`config.mk`:
```
export PLATFORM = sky130hd
export DESIGN_NAME = cache_req_frontend
export DESIGN_NICKNAME = d
export VERILOG_FILES = /design/src/rtl/cache_req_frontend.sv
export SDC_FILE = /design/constraint.sdc
export NUM_CORES = 1
export LEC_CHECK = 0
export ABC_AREA = 1
export BUFFER_PORTS_ARGS = -buffer_cell sky130_fd_sc_hd__buf_4
export CORE_UTILIZATION = 45
export CTS_CLUSTER_SIZE = 20
export DETAILED_ROUTE_END_ITERATION = 8
export GPL_TIMING_DRIVEN = 0
export HOLD_SLACK_MARGIN = 0.03
export PLACE_DENSITY = 0.71
export RECOVER_POWER = 100
export SLEW_MARGIN = 20
export SYNTH_ARGS = -nofsm -noshare
export SYNTH_HDL_FRONTEND = slang
export SYNTH_SLANG_ARGS = --single-unit
```
`constraint.sdc`:
```
create_clock -name clk -period 13.3 [get_ports clk]
set_clock_uncertainty 0.2 [all_clocks]
set_input_delay 0.665 -clock clk [delete_from_list [all_inputs] [get_ports clk]]
set_output_delay 0.665 -clock clk [all_outputs]
set_load 0.005 [all_outputs]
```
`src/rtl/cache_req_frontend.sv`:
```
// cache_req_frontend
//   Request front-end placed directly upstream of the reconfigurable cache.
//   Incoming 76-bit requests are buffered in a small FIFO and dispatched to
//   the cache over val/rdy. The number of requests dispatched but not yet
//   answered is tracked by watching the response handshake. A mode change on
//   reconfig_req is applied only once every in-flight request has drained.
//
// Ports
//   clk, reset           clock, synchronous active-high reset
//   in_req_msg/val/rdy   upstream request channel
//                        msg = {type[75:74], opaque[73:66], addr[65:34],
//                               len[33:32], data[31:0]}
//   cachereq_msg/val/rdy request channel to the cache (FIFO head)
//   cacheresp_val/rdy    cache response handshake (monitored only)
//   reconfig_req         requested cache mode
//   reconfiguration      registered mode driven to the cache
//   reconfig_busy        high while draining or switching mode
//
// Optional build macro CACHE_REQ_FRONTEND_STATS_EN adds:
//   stat_req_count       saturating count of cache request handshakes
//   stat_drain_cycles    saturating count of cycles spent draining
module cache_req_frontend #(
  parameter int unsigned DEPTH     = 4,
  parameter int unsigned MAX_OUTST = 4,
  parameter int unsigned SETTLE    = 2
) (
  input  logic        clk,
  input  logic        reset,
  input  logic [75:0] in_req_msg,
  input  logic        in_req_val,
  output logic        in_req_rdy,
  output logic [75:0] cachereq_msg,
  output logic        cachereq_val,
  input  logic        cachereq_rdy,
  input  logic        cacheresp_val,
  input  logic        cacheresp_rdy,
  input  logic [1:0]  reconfig_req,
  output logic [1:0]  reconfiguration,
  output logic        reconfig_busy
`ifdef CACHE_REQ_FRONTEND_STATS_EN
  ,
  output logic [15:0] stat_req_count,
  output logic [15:0] stat_drain_cycles
`endif
);

  localparam int unsigned AW = (DEPTH > 1) ? $clog2(DEPTH) : 1;
  localparam int unsigned CW = AW + 1;
  localparam int unsigned OW = $clog2(MAX_OUTST + 1);
  localparam int unsigned SW = $clog2(SETTLE + 1);

  localparam logic [CW-1:0] DEPTH_C   = CW'(DEPTH);
  localparam logic [OW-1:0] MAX_C     = OW'(MAX_OUTST);
  localparam logic [SW-1:0] SETTLE_LD = SW'(SETTLE - 1);

  typedef enum logic [1:0] {
    ST_RUN,
    ST_DRAIN,
    ST_SWITCH
  } state_t;

  logic [75:0]   r_mem [DEPTH];
  logic [AW-1:0] r_wr_ptr;
  logic [AW-1:0] r_rd_ptr;
  logic [CW-1:0] r_count;
  logic [OW-1:0] r_outst;
  logic [OW-1:0] w_outst_next;
  logic [SW-1:0] r_settle;
  logic [SW-1:0] w_settle_next;
  logic [1:0]    r_mode;
  state_t        r_state;
  state_t        w_state_next;

  logic w_empty;
  logic w_full;
  logic w_enq;
  logic w_deq;
  logic w_resp;
  logic w_mismatch;
  logic w_mode_load;

  // ---------------- handshake / status decode ----------------
  always_comb begin
    w_empty    = (r_count == '0);
    w_full     = (r_count == DEPTH_C);
    w_mismatch = (reconfig_req != r_mode);

    in_req_rdy    = !reset && !w_full;
    // Dispatch is gated combinationally so a mode mismatch blocks it in the
    // same cycle it appears, before the FSM has left RUN.
    cachereq_val  = !reset && (r_state == ST_RUN) && !w_empty &&
                    (r_outst < MAX_C) && !w_mismatch;
    cachereq_msg  = (reset || w_empty) ? '0 : r_mem[r_rd_ptr];
    reconfig_busy = !reset && (r_state != ST_RUN);
    reconfiguration = r_mode;

    w_enq  = in_req_val && in_req_rdy;
    w_deq  = cachereq_val && cachereq_rdy;
    // Responses arriving with nothing outstanding (e.g. for requests issued
    // before a reset) are absorbed here.
    w_resp = cacheresp_val && cacheresp_rdy && (r_outst != '0);
  end

  // ---------------- request FIFO ----------------
  always_ff @(posedge clk) begin
    if (w_enq) begin
      r_mem[r_wr_ptr] <= in_req_msg;
    end
  end

  always_ff @(posedge clk) begin
    if (reset) begin
      r_wr_ptr <= '0;
      r_rd_ptr <= '0;
      r_count  <= '0;
    end else begin
      if (w_enq) begin
        r_wr_ptr <= r_wr_ptr + 1'b1;
      end
      if (w_deq) begin
        r_rd_ptr <= r_rd_ptr + 1'b1;
      end
      case ({w_enq, w_deq})
        2'b10:   r_count <= r_count + 1'b1;
        2'b01:   r_count <= r_count - 1'b1;
        default: r_count <= r_count;
      endcase
    end
  end

  // ---------------- outstanding counter ----------------
  always_comb begin
    w_outst_next = r_outst;
    case ({w_deq, w_resp})
      2'b10:   w_outst_next = r_outst + 1'b1;
      2'b01:   w_outst_next = r_outst - 1'b1;
      default: w_outst_next = r_outst;
    endcase
  end

  always_ff @(posedge clk) begin
    if (reset) begin
      r_outst <= '0;
    end else begin
      r_outst <= w_outst_next;
    end
  end

  // ---------------- reconfiguration FSM ----------------
  always_comb begin
    w_state_next  = r_state;
    w_settle_next = r_settle;
    w_mode_load   = 1'b0;
    case (r_state)
      ST_RUN: begin
        if (w_mismatch) begin
          w_state_next = ST_DRAIN;
        end
      end
      ST_DRAIN: begin
        // Looking at the next count lets the switch happen on the very edge
        // where the last response handshakes.
        if (w_outst_next == '0) begin
          w_state_next  = ST_SWITCH;
          w_mode_load   = 1'b1;
          w_settle_next = SETTLE_LD;
        end
      end
      ST_SWITCH: begin
        if (r_settle == '0) begin
          w_state_next = ST_RUN;
        end else begin
          w_settle_next = r_settle - 1'b1;
        end
      end
      default: begin
        w_state_next = ST_RUN;
      end
    endcase
  end

  always_ff @(posedge clk) begin
    if (reset) begin
      r_state  <= ST_RUN;
      r_settle <= '0;
      r_mode   <= '0;
    end else begin
      r_state  <= w_state_next;
      r_settle <= w_settle_next;
      if (w_mode_load) begin
        r_mode <= reconfig_req;
      end
    end
  end

`ifdef CACHE_REQ_FRONTEND_STATS_EN
  // ---------------- statistics ----------------
  logic [15:0] r_stat_req;
  logic [15:0] r_stat_drain;

  always_ff @(posedge clk) begin
    if (reset) begin
      r_stat_req   <= '0;
      r_stat_drain <= '0;
    end else begin
      if (w_deq && (r_stat_req != '1)) begin
        r_stat_req <= r_stat_req + 1'b1;
      end
      if ((r_state == ST_DRAIN) && (r_stat_drain != '1)) begin
        r_stat_drain <= r_stat_drain + 1'b1;
      end
    end
  end

  always_comb begin
    stat_req_count    = r_stat_req;
    stat_drain_cycles = r_stat_drain;
  end
`endif

endmodule

```
=== Word level (Yosys, flattened, before mapping) ===
Memory sizes are Yosys's and may differ from the RTL's. A register that Yosys moved wholly into a read port is not among the register bits.
Cells that the tools add are included.

* Register bits: 16
* RAM bits: 304
* Input bits: 84
* Output and inout bits: 81
* Word-level logic and storage cells: 69
* Memories kept: 1

* $add $sub $neg: 7
* $lt $le $gt $ge: 1
* Eq/ne operators: 12
* Muxes and demuxes: 16
* Reductions and logical operators: 25

{| class="wikitable"
|+ Memory list
! name !! words !! bits a word !! rd ports !! clocked after Yosys merged registers in !! write ports !! line !! text
|-
| r_mem || 4 || 76 || 1 || 1 || 1 || 62 || <nowiki>logic [75:0] r_mem [DEPTH];</nowiki>
|}

{| class="wikitable"
|+ Operator list
! operator !! count
|-
| 76-bit two-way mux || 1
|-
| 2-bit two-way mux || 7
|-
| 3-bit one-hot mux with 2 select lines || 2
|-
| 1-bit logical AND || 10
|-
| 2-bit != test, second input constant || 4
|-
| 3-bit by 1-bit adder with 3-bit output, second input constant || 2
|-
| 2-bit by 1-bit equality test with 1-bit output, second input constant || 3
|-
| 2-bit equality test, second input constant || 3
|-
| 3-bit zero test || 2
|-
| 2-bit one-hot mux with 3 select lines || 1
|-
| 3-bit AND reduction || 2
|-
| 2-bit nonzero test || 3
|-
| 3-bit by 1-bit subtractor with 3-bit output, second input constant || 2
|-
| 2-bit by 1-bit adder with 2-bit output, second input constant || 2
|-
| 1-bit zero test || 4
|-
| 2-bit zero test || 2
|-
| 1-bit two-way mux || 4
|-
| 2-bit one-hot mux with 2 select lines || 1
|-
| 3-bit equality test, second input constant || 1
|-
| 3-bit < comparator, second input constant || 1
|-
| 3-bit nonzero test || 1
|-
| 2-bit != test || 1
|-
| 2-bit by 1-bit subtractor with 2-bit output, second input constant || 1
|-
| 1-bit logical OR || 1
|}

=== Longest topological paths before layout ===
* Depth after elaboration: 11
* Depth in mapped cells: 18
* Depth with buffers taken out: 18

=== Least setup slack after synthesis ===
No wires, ideal clock.

* Path type: input port to flip-flop
* From: input port reset
* To: memory r_mem[0][0], enable pin
* Library setup time: 0.511 ns
* Arrival: 4.247 ns
* Required time: 12.589 ns
* Setup slack: 8.342 ns
* Stages: 3
* Path buffers: 0
* Cell sequence: a31oi_1 -> nand2_2 -> nor2_1

* Longest elaborated chain between the ends: 5

{| class="wikitable"
|+ RTL lines
! item !! line !! text
|-
| start: declaration || 28 || <nowiki>input logic reset,</nowiki>
|-
| 1-bit zero test || 88 || <nowiki>in_req_rdy = !reset && !w_full;</nowiki>
|-
| 1-bit logical AND || 88 ||
|-
| 1-bit logical AND || 97 || <nowiki>w_enq = in_req_val && in_req_rdy;</nowiki>
|-
| 1-bit two-way mux || 106 || <nowiki>if (w_enq) begin</nowiki>
|-
| 1-bit two-way mux (implied by the code) || 107 || <nowiki>r_mem[r_wr_ptr] <= in_req_msg;</nowiki>
|-
| end: declaration || 62 ||
|}

No other way between the ends.

=== Worst setup path after layout ===
* From: register r_count[1]
* To: memory r_mem[1][38], enable pin

* Longest elaborated chain between the ends: 6

{| class="wikitable"
|+ RTL lines
! item !! line !! text
|-
| start: declaration || 65 || <nowiki>logic [CW-1:0] r_count;</nowiki>
|-
| start signal: assignment || 124 || <nowiki>2'b10: r_count <= r_count + 1'b1;</nowiki>
|-
| start signal: assignment || 125 || <nowiki>2'b01: r_count <= r_count - 1'b1;</nowiki>
|-
| start signal: assignment || 126 || <nowiki>default: r_count <= r_count;</nowiki>
|-
| 3-bit equality test || 85 || <nowiki>w_full = (r_count == DEPTH_C);</nowiki>
|-
| 1-bit zero test || 88 ||
|-
| 1-bit logical AND || 88 ||
|-
| 1-bit logical AND || 97 ||
|-
| 1-bit two-way mux || 106 ||
|-
| 1-bit two-way mux (implied by the code) || 107 ||
|}

No other way between the ends.

==> metrics.md <==
| Metric | Value |
|---|---|
| Endpoints failing setup | `0` |
| First-pass GRT wire length | `around 44 mm` |
| Area Growth Syn to Fin | `20.4%` |
| Post-synth ARST share | `0` |
| CTS tree | `done` |
| # resized after CTS | `0` |
| Pleak | `0.00543 uW` |
| Syn Inst Count | `between 1k and 1.5k` |
| Initial antenna violation count | `1` |
| RSZ-0062 raised after global routing | `no` |
| Yosys warnings | `0` |
| Die Span X | `between 150 and 200 microns` |
| Fin worst setup slack | `8380 ps` |
| Largest net degree at the start of global routing | `24` |
| Total Routed Length | `between 20 and 30 mm` |
| Slew Viols, Final | `59` |
| P per Cell Area | `146 nW/um^2` |
| Top_reg_cell synth | `edfxtp_1` |
| Mean Syn Cell Area | `roughly 12 sq um` |
| Sequential fraction of the synthesis area | `0.746` |
| DRT antenna net count | `0` |
| Fin nets | `~1.3k` |
| Setup Buffers After CTS | `0` |
| CP peak stage delay | `about 1500 ps` |
| Crit path buf inv count | `3` |
| DRC viols | `0` |
| I/O Buffers | `164` |
| Synthesized cell area | `roughly 13,000 sq um` |
| RD Place Congestion | `approximately 0.77` |
| Final Util | `0.551` |
| DP Wirelength | `approximately 18 mm` |
| Final total power | `about 2200 uW` |
| Setup slack at placement | `a little over 10,000 ps` |
| Critical path launch point type | `flip-flop` |
| FMAX | `203 MHz` |
| Status | `finished, violations left` |
| 1st-pass router iterations | `5` |
| Ports | `approximately 170` |
| # clock sinks | `322` |
| Wire per inst | `17.4 microns` |
| Layout cell share with drive strength beyond 1 | `0.136` |
| Maxcap violations | `5` |
| Final hold slack | `~220 ps` |
| CP most frequent cell | `clkbuf_1` |
| Vias in the first global route | `around 8.3k` |
| DR vias | `approximately 8.4k` |
| Clock Tree Buf Depth | `3` |
| Reg2reg setup slack | `approximately 8400 ps` |
| Slew headroom | `-0.264` |
| Crit path max-delay cell type | `nor2_1` |
| CP endpoint kind | `flip-flop` |
| Die H | `170 microns` |
| # rows | `61` |
| Clock Latency Late Sink | `around 500 ps` |
| Hold Path Class | `in2reg` |
| Starting Density | `0.458` |
| Critical path, cell by cell | `inv_1 -> a31oi_1 -> nand2_1 -> nor2_1 -> clkbuf_1 -> clkbuf_1` |
| Grt ovf | `0` |
| Peak supply drop | `roughly 0.12 mV` |
| Fillcell total | `between 2k and 2.5k` |
| Failing checks | `max-capacitance violations, max-slew violations` |
| Core area | `approximately 28,000 sq um` |
| Diode count | `0` |
| Least-Margin Pin Slew | `1890 ps` |
| Post-synth EDFFs | `between 300 and 400` |
| Die Footprint | `28,900 sq um` |
| Syn nets | `roughly 1.1k` |
| Tcrit/Tclk final | `0.370` |
| Setup TNS | `0 ps` |
| Crit Path Class | `reg2reg` |
| Synth cell types | `30` |
| CP max FO | `20` |
| CTS Buf Count | `34` |
| Critical Path RT | `approximately 13,000 ps` |
| Worst path arrival time | `between 4000 and 5000 ps` |
| DRT iter0 DRCs | `736` |
| Hold Fails Final Rpt | `0` |
| Clock slew at reported path FFs | `roughly 60 ps` |
| Min Clock Period, post-route | `roughly 4900 ps` |
| Gr usage total | `0.200` |
| CTS root buf | `clkbuf_16` |
| Synth Register Bits | `between 300 and 400` |
| CP top delay family | `buffers and inverters` |
| H-tree Lvls | `2` |
| Vias/cell | `5.07` |
| Hold buffers post-CTS | `0` |
[layout by cell type (no fill, tap or decap), types with 6 or more instances in the layout]
cell type / instances
a21oi_1: 87
buf_2: 16
buf_4: 92
clkbuf_1: 123
clkbuf_16: 37
clkbuf_4: 7
clkinv_2: 6
dfxtp_1: 18
edfxtp_1: 304
ha_1: 7
inv_1: 25
nand2_1: 23
nand3_1: 6
nor2_1: 325
o21ai_0: 140
o21ai_1: 19
[kinds of logic (layout without fill, tap and decap cells)]
| kind of cell | Yosys count | count (layout) | synth area share |
|---|---|---|---|
| DFF | 322 | 322 | 0.746 |
| AOI/OAI and AO/OA | 248 | 248 | 0.0978 |
| xor gates and xnor gates | 3 | 3 | 0.00207 |
| and+or+nand+nor | 362 | 362 | 0.110 |
| adders and majority gates | 9 | 9 | 0.0100 |
| buffers and inverters | 87 | 325 | 0.0337 |
[per-layer routing]
metal  vias up  GRT usage  routed length, microns
li1       4057          -                       -
met1      3998      0.267                   12200
met2       248      0.336                   14100
met3        47     0.0384                    1730
met4         2     0.0505                     543
met5         -          0                      13
[path summary, 6_finish.rpt]
check                 start           end  depth (start not counted)
min reg2reg      r_count[2]    r_count[2]                          2
max reg2reg      r_count[1]  r_mem[1][38]                          6
min          in_req_msg[50]  r_mem[2][50]                          1
max              r_count[1]  r_mem[1][38]                          6
[sequential cells by signal (all words and copies together), names as in the netlist, named ones only]
| register | flops |
|---|---|
| r_mem | 304 |
| r_count | 3 |
| r_outst | 3 |
| r_rd_ptr | 2 |
| r_settle | 2 |
| r_state | 2 |
| r_wr_ptr | 2 |
| reconfiguration | 2 |
[cells in the mapped netlist (7+ instances only)]
library cell	count	area, sq um
a21oi_1	87	435
buf_2	19	95.1
buf_4	11	82.6
clkbuf_1	15	56.3
clkbuf_2	7	35.0
dfxtp_1	18	360
edfxtp_1	304	9130
ha_1	7	87.6
inv_1	24	90.1
nand2_1	21	78.8
nor2_1	324	1220
o21ai_0	78	390
o21ai_1	81	405
[layout make-up]
type	instances	area, sq um	share of cell area
multi-input cells	622	2790	0.182
inverters	28	106	0.00695
clock buffers	45	956	0.0624
flip-flops and latches	322	9490	0.620
plain buffers	59	298	0.0195
well taps	378	473	0.0309
repair buffers	176	991	0.0647
clock inverters	17	208	0.0136
[where the power goes]
part           leakage (uW)  switching (uW)  internal [uW]
sequential          0.00291            6.69           1140
clock              0.000566             369            603
combinational       0.00196            73.0           39.6
total               0.00543             449           1780
[metrics by stage]
step / cell area [sq um] / std cells
after floorplan: 12700 / 1031
after global placement: 14400 / 1573
after detailed placement: 14700 / 1585
after CTS: 15900 / 1647
after global routing: 15300 / 1647
final: 15300 / 1647
Note: power is estimated with default switching activity, not from simulation.
